**src/rtl/adc_scan_sequencer.sv**
```systemverilog
// adc_scan_sequencer: tick-paced manual / round-robin ADC conversion scheduler
// with a per-channel result register file, timeout and overrun tracking.
module adc_scan_sequencer #(
    parameter int CLK_DIV = 50000,
    parameter int TIMEOUT = 1024
) (
    input  logic        clk_i,
    input  logic        reset_i,
    input  logic        scan_en_i,
    input  logic [7:0]  chan_mask_i,
    input  logic [2:0]  manual_chan_i,
    output logic        adc_start_o,
    output logic [2:0]  adc_chan_o,
    input  logic        adc_done_i,
    input  logic [11:0] adc_result_i,
    input  logic [2:0]  rd_chan_i,
    output logic [11:0] rd_data_o,
    output logic [7:0]  rd_valid_o,
    output logic        sample_strobe_o,
    output logic [2:0]  sample_chan_o,
    output logic [11:0] sample_data_o,
    output logic        timeout_err_o,
    output logic [7:0]  missed_ticks_o
);
    localparam int CW = $clog2(CLK_DIV);
    typedef enum logic [1:0] {S_IDLE, S_START, S_WAIT, S_STORE} state_t;
    state_t        state_q;
    logic [CW-1:0] div_q;
    logic [15:0]   to_q;
    logic [2:0]    ptr_q, chan_q, schan_q, scan_chan_d, c;
    logic [11:0]   regs_q [8];
    logic [11:0]   sdata_q;
    logic [7:0]    valid_q, missed_q;
    logic          start_q, strobe_q, terr_q, found_d, tick;
    assign tick = div_q == CW'(CLK_DIV - 1);
    // First enabled channel strictly after the pointer, wrapping back onto it.
    always_comb begin
        found_d = 1'b0;
        scan_chan_d = ptr_q;
        c = ptr_q;
        for (int i = 1; i <= 8; i++) begin
            c = ptr_q + 3'(i);
            if (!found_d && chan_mask_i[c]) begin
                found_d = 1'b1;
                scan_chan_d = c;
            end
        end
    end
    always_ff @(posedge clk_i) begin
        if (reset_i) begin
            state_q  <= S_IDLE;
            div_q    <= '0;
            to_q     <= '0;
            ptr_q    <= 3'd7;
            chan_q   <= '0;
            start_q  <= 1'b0;
            valid_q  <= '0;
            strobe_q <= 1'b0;
            schan_q  <= '0;
            sdata_q  <= '0;
            terr_q   <= 1'b0;
            missed_q <= '0;
            for (int i = 0; i < 8; i++) regs_q[i] <= '0;
        end else begin
            div_q    <= tick ? '0 : div_q + CW'(1);
            start_q  <= 1'b0;
            strobe_q <= 1'b0;
            if (tick && state_q != S_IDLE && missed_q != 8'hff) missed_q <= missed_q + 8'd1;
            case (state_q)
                S_IDLE: if (tick && (!scan_en_i || found_d)) begin
                    chan_q  <= scan_en_i ? scan_chan_d : manual_chan_i;
                    ptr_q   <= scan_en_i ? scan_chan_d : ptr_q;
                    start_q <= 1'b1;
                    state_q <= S_START;
                end
                S_START: begin
                    to_q    <= '0;
                    state_q <= S_WAIT;
                end
                // The result is written on entry to STORE so it is readable alongside the strobe.
                S_WAIT: if (adc_done_i) begin
                    regs_q[chan_q]  <= adc_result_i;
                    valid_q[chan_q] <= 1'b1;
                    schan_q         <= chan_q;
                    sdata_q         <= adc_result_i;
                    strobe_q        <= 1'b1;
                    state_q         <= S_STORE;
                end else if (to_q + 16'd1 == 16'(TIMEOUT - 1)) begin
                    terr_q  <= 1'b1;
                    state_q <= S_IDLE;
                end else begin
                    to_q <= to_q + 16'd1;
                end
                default: state_q <= S_IDLE;
            endcase
        end
    end
    assign adc_start_o     = start_q;
    assign adc_chan_o      = chan_q;
    assign rd_data_o       = regs_q[rd_chan_i];
    assign rd_valid_o      = valid_q;
    assign sample_strobe_o = strobe_q;
    assign sample_chan_o   = schan_q;
    assign sample_data_o   = sdata_q;
    assign timeout_err_o   = terr_q;
    assign missed_ticks_o  = missed_q;
endmodule

```
**config.mk**
```make
export PLATFORM = sky130hd
export DESIGN_NAME = adc_scan_sequencer
export DESIGN_NICKNAME = d
export VERILOG_FILES = /design/src/rtl/adc_scan_sequencer.sv
export SDC_FILE = /design/constraint.sdc
export NUM_CORES = 1
export LEC_CHECK = 0
export CAP_MARGIN = 5
export CORE_ASPECT_RATIO = 0.75
export CORE_MARGIN = 2
export CORE_UTILIZATION = 55
export CTS_CLUSTER_DIAMETER = 50
export CTS_CLUSTER_SIZE = 16
export DETAILED_ROUTE_END_ITERATION = 10
export GPL_TIMING_DRIVEN = 0
export PLACE_DENSITY = 0.86
export SYNTH_ARGS = -nofsm -noshare
export SYNTH_HDL_FRONTEND = slang
export SYNTH_SLANG_ARGS = --single-unit
```
**constraint.sdc**
```tcl
create_clock -name clk_i -period 9.18 [get_ports clk_i]
set_input_delay 0.918 -clock clk_i [delete_from_list [all_inputs] [get_ports clk_i]]
set_output_delay 0.918 -clock clk_i [all_outputs]
set_load 0.1 [all_outputs]
```
---- Word-level counts from Yosys, hierarchy flattened ----
Memory sizes are Yosys's and may differ from the RTL's.
Cells that the tools add are included.
word-level totals
  output and inout bits ................... 49
  memories kept ........................... 1
  bits of input ports ..................... 30
  bits in registers ....................... 74
  memory bits (writable) .................. 96
  logic and storage cells ................. 129
operators by class
  reductions and logical operators ........ 32
  equal/unequal tests ..................... 9
  magnitude comparators ................... 10
  add/sub/neg operators ................... 10
  bitwise operators ....................... 3
  mux-type cells .......................... 52
memory list
  memory  depth  bits a word  read ports  clocked after memory_dff  write ports  RTL line  RTL
  regs_q  8      12           1           0                         8            31        logic [11:0] regs_q [8];
operator list
  kind                   count
  $lt 3x4->1 const B     9
  $add 16x1->16 const B  2
  $mux 16                2
  $pmux 16 s2            1
  $mux 3                 10
  $mux 1                 25
  $bmux 1 s3             8
  $eq 16x10->1 const B   1
  $eq 16x16->1 const B   1
  $add 3x3->3 const B    4
  $mux 12                1
  $reduce_or 12->1       1
  $logic_and 1x1->1      11
  $reduce_and 3->1       3
  $add 8x1->8 const B    1
  $logic_not 1->1        8
  $ne 8x8->1 const B     1
  $or 8x8->8             1
  $add 3x2->3 const B    2
  $mux 2                 3
  $ne 2x2->1 const B     3
  $pmux 2 s3             1
  $reduce_and 2->1       3
  $reduce_bool 2->1      2
  other kinds (10)       12

---- Longest topological paths before layout ----
Gate-level depths: netlist of the first run.
  depth after elaboration ................. 29
  depth in mapped cells ................... 12
  gate-level depth less buffers ........... 9

---- Least setup slack after synthesis of the first run ----
Ideal clock, no wire load.
  path type ............................... in2out
  from .................................... input rd_chan_i[0]
  to ...................................... output rd_data_o[0]
  path slack .............................. 5.457 ns
  arrival time ............................ 2.805 ns
  path buffers ............................ 2
  data required time ...................... 8.262 ns
  stages on the path ...................... 4
  path through ............................ clkbuf_1 -> buf_1 -> mux4_2 -> mux2_2
on the way
  longest elaborated chain between the ends .. 1
RTL lines
  element             RTL line  RTL
  start: declaration  16        input logic [2:0] rd_chan_i,
  $mem_v2 8x12        --
  end: declaration    17        output logic [11:0] rd_data_o,
Every way passes these cells.

---- Worst setup path in the final report of the first run ----
  from .................................... input rd_chan_i[0]
  to ...................................... output rd_data_o[9]
Same word-level chain as after synthesis.

==> flow_summary.ini, run 1 <==
[status]
status = complete, no violations

[routing]
wl_mm = 20.3
route.detailed.drc = 0
wl_per_cell_um = 19.0
viasPerCell = 5.96
dr.pass1.iters = 6
drt_iter0_markers = 642
vias = 6394
ant_nets = 0

[global_routing]
grt_pass1_wl_mm = 32.3
gr-total-overflow = 0
antenna_found_initial = 1
grt_max_degree = 17
grt_pass1_vias = 6030
grt_usage_pct = 25.4

[clocking]
cts_resized = 0
clkTransAtPathRegs_ns = 0.06
clockBufferDepth = 2
cts_sinks = 170
cts_hold_buffers = 0
clock_latency_ns = 0.43
cts_made_buffers = 17
cts-root-buf = clkbuf_16
post_cts_buffers = 0
cts_tree = yes
htree_levels = 4

[logic_synthesis]
synth_area_um2 = 8460
synth_top_family_by_area = simple AND/OR/NAND/NOR gates
post_synth_inst_count = 753
async_reset_ff_share_pct = 0
syn_area_per_cell_um2 = 11.2
ys_seq_elements = 170
synth_edf_count = 96
synth_xor_area_share_pct = 2.90
ys.flop_type = edfxtp_1
synth_cell_types = 63
muxShareOfSynthArea_pct = 12.6
yosysSeqAreaShare_pct = 51.6
synth-compound-area-share_pct = 8.99
synth_fa_ha_area_share_pct = 0.887
postSynthNetCount = 789
yosys.area_share.simple_pct = 20.0
synth_warnings = 0

[worst_setup_path]
start_kind = input port
worstPathMaxFanout = 10
rrSetupSlack_ns = 4.94
ff2ff_path_depth = 12
critPathLaunch = rd_chan_i[0]
r2r_start = ptr_q[0]$_SDFFE_PP1P_
setup.worst_path.end = rd_data_o[9]
endpoint_kind = output pin
crit_required_ns = 8.26
critical_path_class = input port to output pin
reg2reg_to = adc_chan_o[0]$_SDFFE_PP0P_
arrival_ns = 3.92

[sta]
max_slew.worst_pin.slew_ns = 1.01
worst_slack_ns = 4.35
final_hold_viol_count = 0
rsz0062_at_grt = false
timing.fmax_mhz = 207
post-route-period-util_pct = 52.6
setup_viol_count_final = 0
setup-tns-final_ns = 0
fin_skew_ns = 0.00844
hold_ws_ns = 0.456
worst_slew_margin_rel_pct = 32.8
period_minus_slack_ns = 4.83
slew_viol_final = 0

[floorplanning]
dieArea_um2 = 16400
die_x_um = 147
die_y_um = 111
io_pins = 79
core_um2 = 15100
rows = 39
initial_utilization_pct = 55.9

[run]
max-cap-violations = 0

[power]
peakVddDrop_uv = 115
p_leak_nw = 3.77
powerDensity_nw_per_um2 = 167
total_power_mw = 1.69

[final_layout]
final_cell_mix = and2_1, edfxtp_1, clkdlybuf4s50_1
syn_to_final_growth_pct = 19.8
nNetsFinal = 890
instances_no_fill = 1072
antennaDiodeCount = 0
final_core_util_pct = 67.0
nFillCells = 1099
layout-drive-gt1-share_pct = 13.1
fin_area_um2 = 10100

[placement]
gp_congestion = 0.910
placed_cell_area_um2 = 9540
dpl_worst_slack_ns = 4.34
hpwl_mm = 14.0
dp_cells = 1040
port_buffers = 76

[worst_hold_path]
worstHoldPathType = register to register
worstHoldPathCells = 2
hold_path_startpoint = sample_data_o[4]$_SDFFE_PP0P_
power by group:
part	switching [mW]	leakage (nW)	internal, mW	total [mW]
clock network	0.304	0.303	0.413	0.717
logic	0.0975	1.88	0.0529	0.150
registers	0.00570	1.59	0.818	0.823
total	0.407	3.77	1.28	1.69
metal layers:
metal  part of all wire, %  vias to the layer above  GRT usage, %
met5                 0.064                        -             0
met4                   1.8                        2          8.21
met3                   7.1                       38          5.00
met2                    47                      254          39.3
met1                    44                     3129          36.4
li1                      -                     2971             -
logic make-up after synthesis:
family	count (synthesis)
and+or+nand+nor	313
DFF	170
AOI/OAI and AO/OA	116
muxes	62
buffers and inverters	58
xor gates and xnor gates	28
adders and majority gates	6
sequential cells by signal (all words and copies together), names as in the netlist:
name	cells
adc_start_o	1
missed_ticks_o	8
ptr_q	3
to_q	16
sample_chan_o	3
rd_valid_o	8
sample_data_o	12
div_q	16
regs_q	96
timeout_err_o	1
state_q	2
sample_strobe_o	1
adc_chan_o	3
cell usage after synthesis (4+ instances only):
| master | instances | area share [%] |
|---|---|---|
| a22o_2 | 5 | 0.59 |
| xor2_1 | 10 | 1.0 |
| nor4b_1 | 4 | 0.41 |
| buf_4 | 4 | 0.35 |
| a31oi_1 | 4 | 0.30 |
| a21o_1 | 10 | 0.89 |
| nand2_1 | 65 | 2.9 |
| nand3_1 | 13 | 0.77 |
| a221o_1 | 4 | 0.47 |
| mux2i_1 | 11 | 1.3 |
| or3_1 | 7 | 0.52 |
| or2_2 | 5 | 0.37 |
| clkbuf_1 | 29 | 1.3 |
| xnor2_1 | 18 | 1.9 |
| mux4_2 | 34 | 9.0 |
| nor4_1 | 9 | 0.67 |
| o21ai_0 | 20 | 1.2 |
| and3_1 | 13 | 0.96 |
| a21oi_1 | 43 | 2.5 |
| o211ai_1 | 6 | 0.53 |
| nand2b_1 | 4 | 0.30 |
| nor3_1 | 10 | 0.59 |
| dfxtp_1 | 74 | 18 |
| and2_1 | 96 | 7.1 |
| nand4_1 | 13 | 0.96 |
| ha_1 | 6 | 0.89 |
| mux2_2 | 17 | 2.3 |
| inv_1 | 16 | 0.71 |
| nor2_1 | 53 | 2.4 |
| edfxtp_1 | 96 | 34 |
worst min path at each step:
stage	endpoint	slack [ns]
2_1_floorplan	div_q[0]$_SDFF_PP0_	0.41
3_3_place_gp	div_q[0]$_SDFF_PP0_	0.43
3_5_place_dp	div_q[0]$_SDFF_PP0_	0.44
4_1_cts	sample_data_o[4]$_SDFFE_PP0P_	0.46
5_1_grt	sample_data_o[4]$_SDFFE_PP0P_	0.48
6_report	sample_data_o[4]$_SDFFE_PP0P_	0.46
area by class of cell:
| class | count | area [µm²] | share of cell area [%] |
|---|---|---|---|
| multi-input cells | 525 | 3840 | 37.9 |
| repair buffers | 82 | 817 | 8.06 |
| flip-flops and latches | 170 | 4360 | 43.0 |
| clock buffers | 23 | 531 | 5.23 |
| inverters | 17 | 63.8 | 0.629 |
| well taps | 205 | 256 | 2.53 |
| clock inverters | 9 | 72.6 | 0.716 |
| plain buffers | 41 | 194 | 1.91 |
critical path, stage by stage:
cell,delay [ns]
clkbuf_1,0.36
buf_1,0.73
mux4_2,0.66
mux2_2,0.29
clkdlybuf4s50_1,0.96
Note: power is estimated with default switching activity, not from simulation.
==> inputs of run 2 (changes only) <==
==> constraint.sdc (replaced) <==
create_clock -name clk_i -period 4.6 [get_ports clk_i]
set_input_delay 0.46 -clock clk_i [delete_from_list [all_inputs] [get_ports clk_i]]
set_output_delay 0.46 -clock clk_i [all_outputs]
set_load 0.1 [all_outputs]
==> results of run 2 <==
The final DEF is identical to that of run 1. Status: complete, no violations.
Main changes from that run: setup slack after placement 4.34 ns -> 0.490 ns; clock-pin slew on the worst setup and hold paths 0.06 ns -> 0.07 ns; setup slack after layout 4.35 ns -> 0.360 ns; start point of the critical path rd_chan_i[0] -> ptr_q[0]$_SDFFE_PP1P_; end point of the critical path rd_data_o[9] -> adc_chan_o[0]$_SDFFE_PP0P_; register-to-register setup slack 4.94 ns -> 0.36 ns; total power 1.69 mW -> 3.37 mW; worst IR drop on VDD 115 µV -> 229 µV
==> RTL edit 1 (settings of run 2) <==
Change the parameter `CLK_DIV` from 50000 to 25000.
--- a/src/rtl/adc_scan_sequencer.sv
+++ b/src/rtl/adc_scan_sequencer.sv
@@ -2,5 +2,5 @@
 // with a per-channel result register file, timeout and overrun tracking.
 module adc_scan_sequencer #(
-    parameter int CLK_DIV = 50000,
+    parameter int CLK_DIV = 25000,
     parameter int TIMEOUT = 1024
 ) (
Formal check against the unedited RTL: same outputs for any inputs over 10 cycles, from zero or initial values and one cycle with reset_i high; that may be too few to reach the edited logic, so the function may still have changed.
==> RTL edit 1 against run 2 <==
Cell area fell by 0.15%; area after synthesis rose by 0.35%; total power rose by 1.4%; synthesized cell count rose by 0.40%; via count fell by 0.30%; critical path type is now input port to output pin; largest cell class unchanged; largest power group unchanged; wire length fell by 3.3%; critical endpoint is now rd_data_o[9]; hold slack got worse by 0.0046 ns; sequential cell count fell by 1; setup slack improved by 0.38 ns.
==> RTL edit 1: results (changes against run 2) <==
| Metric | Value |
|---|---|
| Post-synthesis net count | `792 (was 789)` |
| Worst path max stage delay | `0.97 ns (was 0.67 ns)` |
| Met1 Track Usage GR | `34.8% (was 36.4%)` |
| Largest fanout on the critical path | `10 (unchanged)` |
| Largest net degree at the start of global routing | `17 (unchanged)` |
| GR Util met2 | `37.1% (was 39.3%)` |
| Top FF cell, synth | `edfxtp_1 (unchanged)` |
| CP Data Arrival Time | `3.40 ns (was 4.53 ns)` |
| DRT Wirelength | `19700 um (was 20300 um)` |
| Worst Hold Depth | `1 (was 2)` |
| First-pass GRT wire length | `31300 um (was 32300 um)` |
| Filler cells | `1090 (was 1099)` |
| Number of DRC markers in iteration 0 | `650 (was 642)` |
| Met3 usage | `7.34% (was 5.00%)` |
| CP max stage cell | `clkdlybuf4s50_1 (was mux4_2)` |
| HPWL after detailed placement | `13800 um (was 14000 um)` |
| Peak VDD IR | `0.253 mV (was 0.229 mV)` |
| Layout Nets | `891 (was 890)` |
| Status | `complete, no violations (unchanged)` |
| GRT busiest layer | `met2 (unchanged)` |
| Distinct cell type count after synthesis | `81 (was 63)` |
| Top delay family on crit path | `buffers and inverters (unchanged)` |
| Sequential-to-total area share from yosys stat | `51.2% (was 51.6%)` |
| Worst min path class | `flip-flop to flip-flop (unchanged)` |
| GP Congestion | `0.939 (was 0.910)` |
| Pre-antenna DRT Iters | `5 (was 6)` |
| Slew headroom | `27.9% (was 32.8%)` |
| Layout cells sized above 1 | `13.2% (was 13.1%)` |
| GRT Resource Usage Total | `24.4% (was 25.4%)` |
| Commonest cells post-synth | `and2_1, edfxtp_1, dfxtp_1, nand2_1, nor2_1 (unchanged)` |
| Reg2Reg Depth | `12 (unchanged)` |
| P_leak | `3.61 nW (was 3.77 nW)` |
| Gr ovfl total | `0 (unchanged)` |
| Initial antenna violation count | `0 (was 1)` |
| Vias/cell | `5.94 (was 5.96)` |
| Async set-reset flop share out of synthesis | `0% (unchanged)` |
| N_diodes | `0 (unchanged)` |
| Vias in the first global route | `5985 (was 6030)` |
| Port bufs | `75 (was 76)` |
| Clock Skew | `0.0104 ns (was 0.00844 ns)` |
| Synth area leaders | `edfxtp_1, dfxtp_1, mux4_2 (unchanged)` |
| Top flop regs | `regs_q: 96 flops, to_q: 16 flops, div_q: 15 flops (was regs_q: 96 flops, div_q: 16 flops, to_q: 16 flops)` |
==> RTL edit 1: cell count changes after synthesis, moves of 5 or more <==
cell / run 2 / this run
nor4_1: 9 / 2
o21ai_0: 20 / 28
nor3_1: 10 / 15
xnor2_1: 18 / 8
nand3_1: 13 / 22
mux2_2: 17 / 12
a22o_2: 5 / 0
nand2_1: 65 / 71
a21oi_1: 43 / 31
==> RTL edit 1: final timing paths <==
| check | startpoint | to | slack [ns] |
|---|---|---|---|
| setup / recovery | rd_chan_i[0] | rd_data_o[9] | 0.74 |
| hold reg to reg | div_q[0] | div_q[0] | 0.45 |
| hold / removal | div_q[0] | div_q[0] | 0.45 |
| setup reg to reg | ptr_q[0] | adc_chan_o[2] | 0.84 |
==> RTL edit 1: cell type report <==
class	count	area (um^2)	area share, %
buffer	38	166	1.64
inverter	13	48.8	0.482
multi-input combinational	536	3930	38.8
tap	205	256	2.53
clock buffer	20	447	4.41
timing repair buffer	80	786	7.76
clock inverter	12	143	1.41
sequential	169	4340	42.9
==> RTL edit 1: cells by family (layout without fill, tap and decap cells) <==
group                      Yosys count  in the layout  share of synthesized area [%]
and+or+nand+nor                    323            323                           20.7
DFF                                169            169                           51.2
xor gates and xnor gates            23             23                           2.55
muxes                               58             58                           11.8
buffers and inverters               51            163                           2.53
AOI/OAI and AO/OA                  126            126                           10.5
adders and majority gates            6              6                          0.884
==> RTL edit 1: power breakdown <==
group	switching, mW	leakage [nW]	internal (mW)
Combinational	0.223	1.82	0.117
Sequential	0.0154	1.50	1.64
Clock	0.604	0.287	0.824
Total	0.842	3.61	2.58
==> RTL edit 1: per-layer routing <==
metal / part of all wire (%) / vias to the layer above / wire (um)
met4: 1.3 / 0 / 259
met3: 9.6 / 24 / 1890
met5: 0 / - / 0
met2: 45 / 305 / 8790
met1: 44 / 3068 / 8720
li1: - / 2978 / -
==> RTL edit 1: worst register-to-register path, stage by stage, from the launching register on <==
cell and delay, ns:
dfxtp_1 0.36, buf_6 0.15, clkbuf_1 0.39, inv_1 0.15, ha_1 0.34, buf_2 0.26, mux2i_1 0.38, mux2i_1 0.14
o221ai_2 0.42, nand3_2 0.25, o31ai_4 0.46, a221oi_1 0.17, a211oi_2 0.21
==> RTL edit 1: through the flow <==
stage          instance area [um^2]  std cells  setup WS, ns
5_1_grt                       10100       1073         0.546
6_report                      10100       1073         0.736
2_1_floorplan                  8490        756          1.52
4_1_cts                       10100       1073         0.704
3_5_place_dp                   9530       1041         0.723
3_3_place_gp                   9500       1036         0.640
==> RTL edit 2 (settings of run 2) <==
Without the edit above. The 4 states of `state_t` get a one-hot encoding in 4 bits.
--- a/src/rtl/adc_scan_sequencer.sv
+++ b/src/rtl/adc_scan_sequencer.sv
@@ -24,5 +24,5 @@
 );
     localparam int CW = $clog2(CLK_DIV);
-    typedef enum logic [1:0] {S_IDLE, S_START, S_WAIT, S_STORE} state_t;
+    typedef enum logic [3:0] {S_IDLE = 4'b0001, S_START = 4'b0010, S_WAIT = 4'b0100, S_STORE = 4'b1000} state_t;
     state_t        state_q;
     logic [CW-1:0] div_q;
Formal check against the unedited RTL: no difference found for any inputs over 10 cycles, from zero or initial values and one cycle with reset_i high; not proved beyond that.
==> RTL edit 2 against run 2 <==
Cell area is 1.2% higher; total power is 3.2% higher; via count is 0.70% lower; wire length is 2.6% lower; area after synthesis is 1.1% higher; setup slack better by 0.013 ns; sequential cell count is 2 higher; critical endpoint is now adc_chan_o[1]; largest power group unchanged.
==> RTL edit 2: results (changes against run 2) <==
| Metric | Value |
|---|---|
| CP max stage cell | `or4b_4 (was mux4_2)` |
| FMAX | `237 MHz (was 236 MHz)` |
| Internal power | `2.67 mW (was 2.56 mW)` |
| Number of DRC markers in iteration 0 | `428 (was 642)` |
| GRT Resource Usage Total | `24.5% (was 25.4%)` |
| Distinct cell type count after synthesis | `67 (was 63)` |
| Post-synthesis net count | `795 (was 789)` |
| Slew headroom | `29.1% (was 32.8%)` |
| Max layer used | `met4 (was met5)` |
| CP Data Arrival Time | `4.51 ns (was 4.53 ns)` |
| Pre-antenna DRT Iters | `5 (was 6)` |
| First-pass GRT wire length | `31900 um (was 32300 um)` |
| Layout cells sized above 1 | `12.5% (was 13.1%)` |
| Commonest cells post-synth | `and2_1, edfxtp_1, dfxtp_1, nand2_1, nor2_1 (unchanged)` |
| P_leak | `3.70 nW (was 3.77 nW)` |
| Crit path to | `adc_chan_o[1] (was adc_chan_o[0])` |
| Vias/cell | `5.89 (was 5.96)` |
| Vias in the first global route | `6185 (was 6030)` |
| Detail Route met2 WL | `9780 um (was 9490 um)` |
| M1 WL | `8350 um (was 9030 um)` |
| Worst path max stage delay | `0.58 ns (was 0.67 ns)` |
| Non-Filler Instances | `1078 (was 1072)` |
| Gate count after technology mapping | `759 (was 753)` |
| Met3 WL post-DR | `1460 um (was 1440 um)` |
| Status | `complete, no violations (unchanged)` |
| Dpl ws | `0.467 ns (was 0.490 ns)` |
| Wirelength per Cell | `18.4 um (was 19.0 um)` |
## RTL edit 2: cell count changes after synthesis, sizes merged, moves of 5 or more
cell    change
a21oi       -9
o211ai      -5
a211oi      +5
and2        +6
nand4       -7
and3       -10
o31ai       +5
xor2        +5
nand2       -5
nand3      +14
## RTL edit 2: through the flow
step | hold slack (ns) | utilization, %
finish | 0.453 | 67.4
global route | 0.469 | 67.4
CTS | 0.452 | 67.4
detailed placement | 0.437 | 63.3
global placement | 0.431 | 62.9
floorplan | 0.418 | -
## RTL edit 2: worst min-delay path by stage
| stage | slack (ns) | start | cells after the start | endpoint |
|---|---|---|---|---|
| global route | 0.47 | div_q[0] | 1 | div_q[0] |
| global placement | 0.43 | div_q[0] | 1 | div_q[0] |
| detailed placement | 0.44 | div_q[0] | 1 | div_q[0] |
| finish | 0.45 | rd_valid_o[1] | 1 | rd_valid_o[1] |
| CTS | 0.45 | div_q[0] | 1 | div_q[0] |
| floorplan | 0.42 | div_q[0] | 1 | div_q[0] |
## RTL edit 2: worst register-to-register path: stages, from the launching register on
cell and delay, ns:
dfxtp_1 0.36, buf_6 0.16, clkbuf_1 0.39, clkbuf_1 0.40
inv_1 0.09, ha_1 0.30, buf_6 0.15, mux2_1 0.37
mux2_2 0.28, o221a_4 0.30, or4b_4 0.58, o31a_1 0.39
mux2i_1 0.21, a31oi_1 0.10
## RTL edit 2: kinds of logic after synthesis
family	synth area share, %
simple gates	20.1
flops	51.5
compound gates	9.63
mux	12.3
buf+inv	2.68
xor+xnor	2.97
fa+ha+maj	0.877
## RTL edit 2: area by class of cell
type / instances / area (um^2)
fillers: 1146 / 4960
flip-flops and latches: 172 / 4400
multi-input cells: 532 / 3930
repair buffers: 82 / 817
clock buffers: 20 / 437
well taps: 205 / 256
clock inverters: 12 / 186
plain buffers: 42 / 180
inverters: 13 / 48.8
## RTL edit 2: per-layer routing
metal  track usage [%]  up-vias
met1              32.8     3077
met5                 0        -
li1                  -     2981
met2              40.8      266
met3              5.20       25
met4              7.11        0
## RTL edit 2: power groups by stage
stage                     clock network, mW  registers [mW]  logic [mW]
after global placement                    0            1.69       0.287
after global routing                   1.60            1.66       0.317
after detailed placement                  0            1.69       0.298
final                                  1.52            1.66       0.301
after CTS                              1.54            1.66       0.300
after floorplan                           0            1.69       0.199
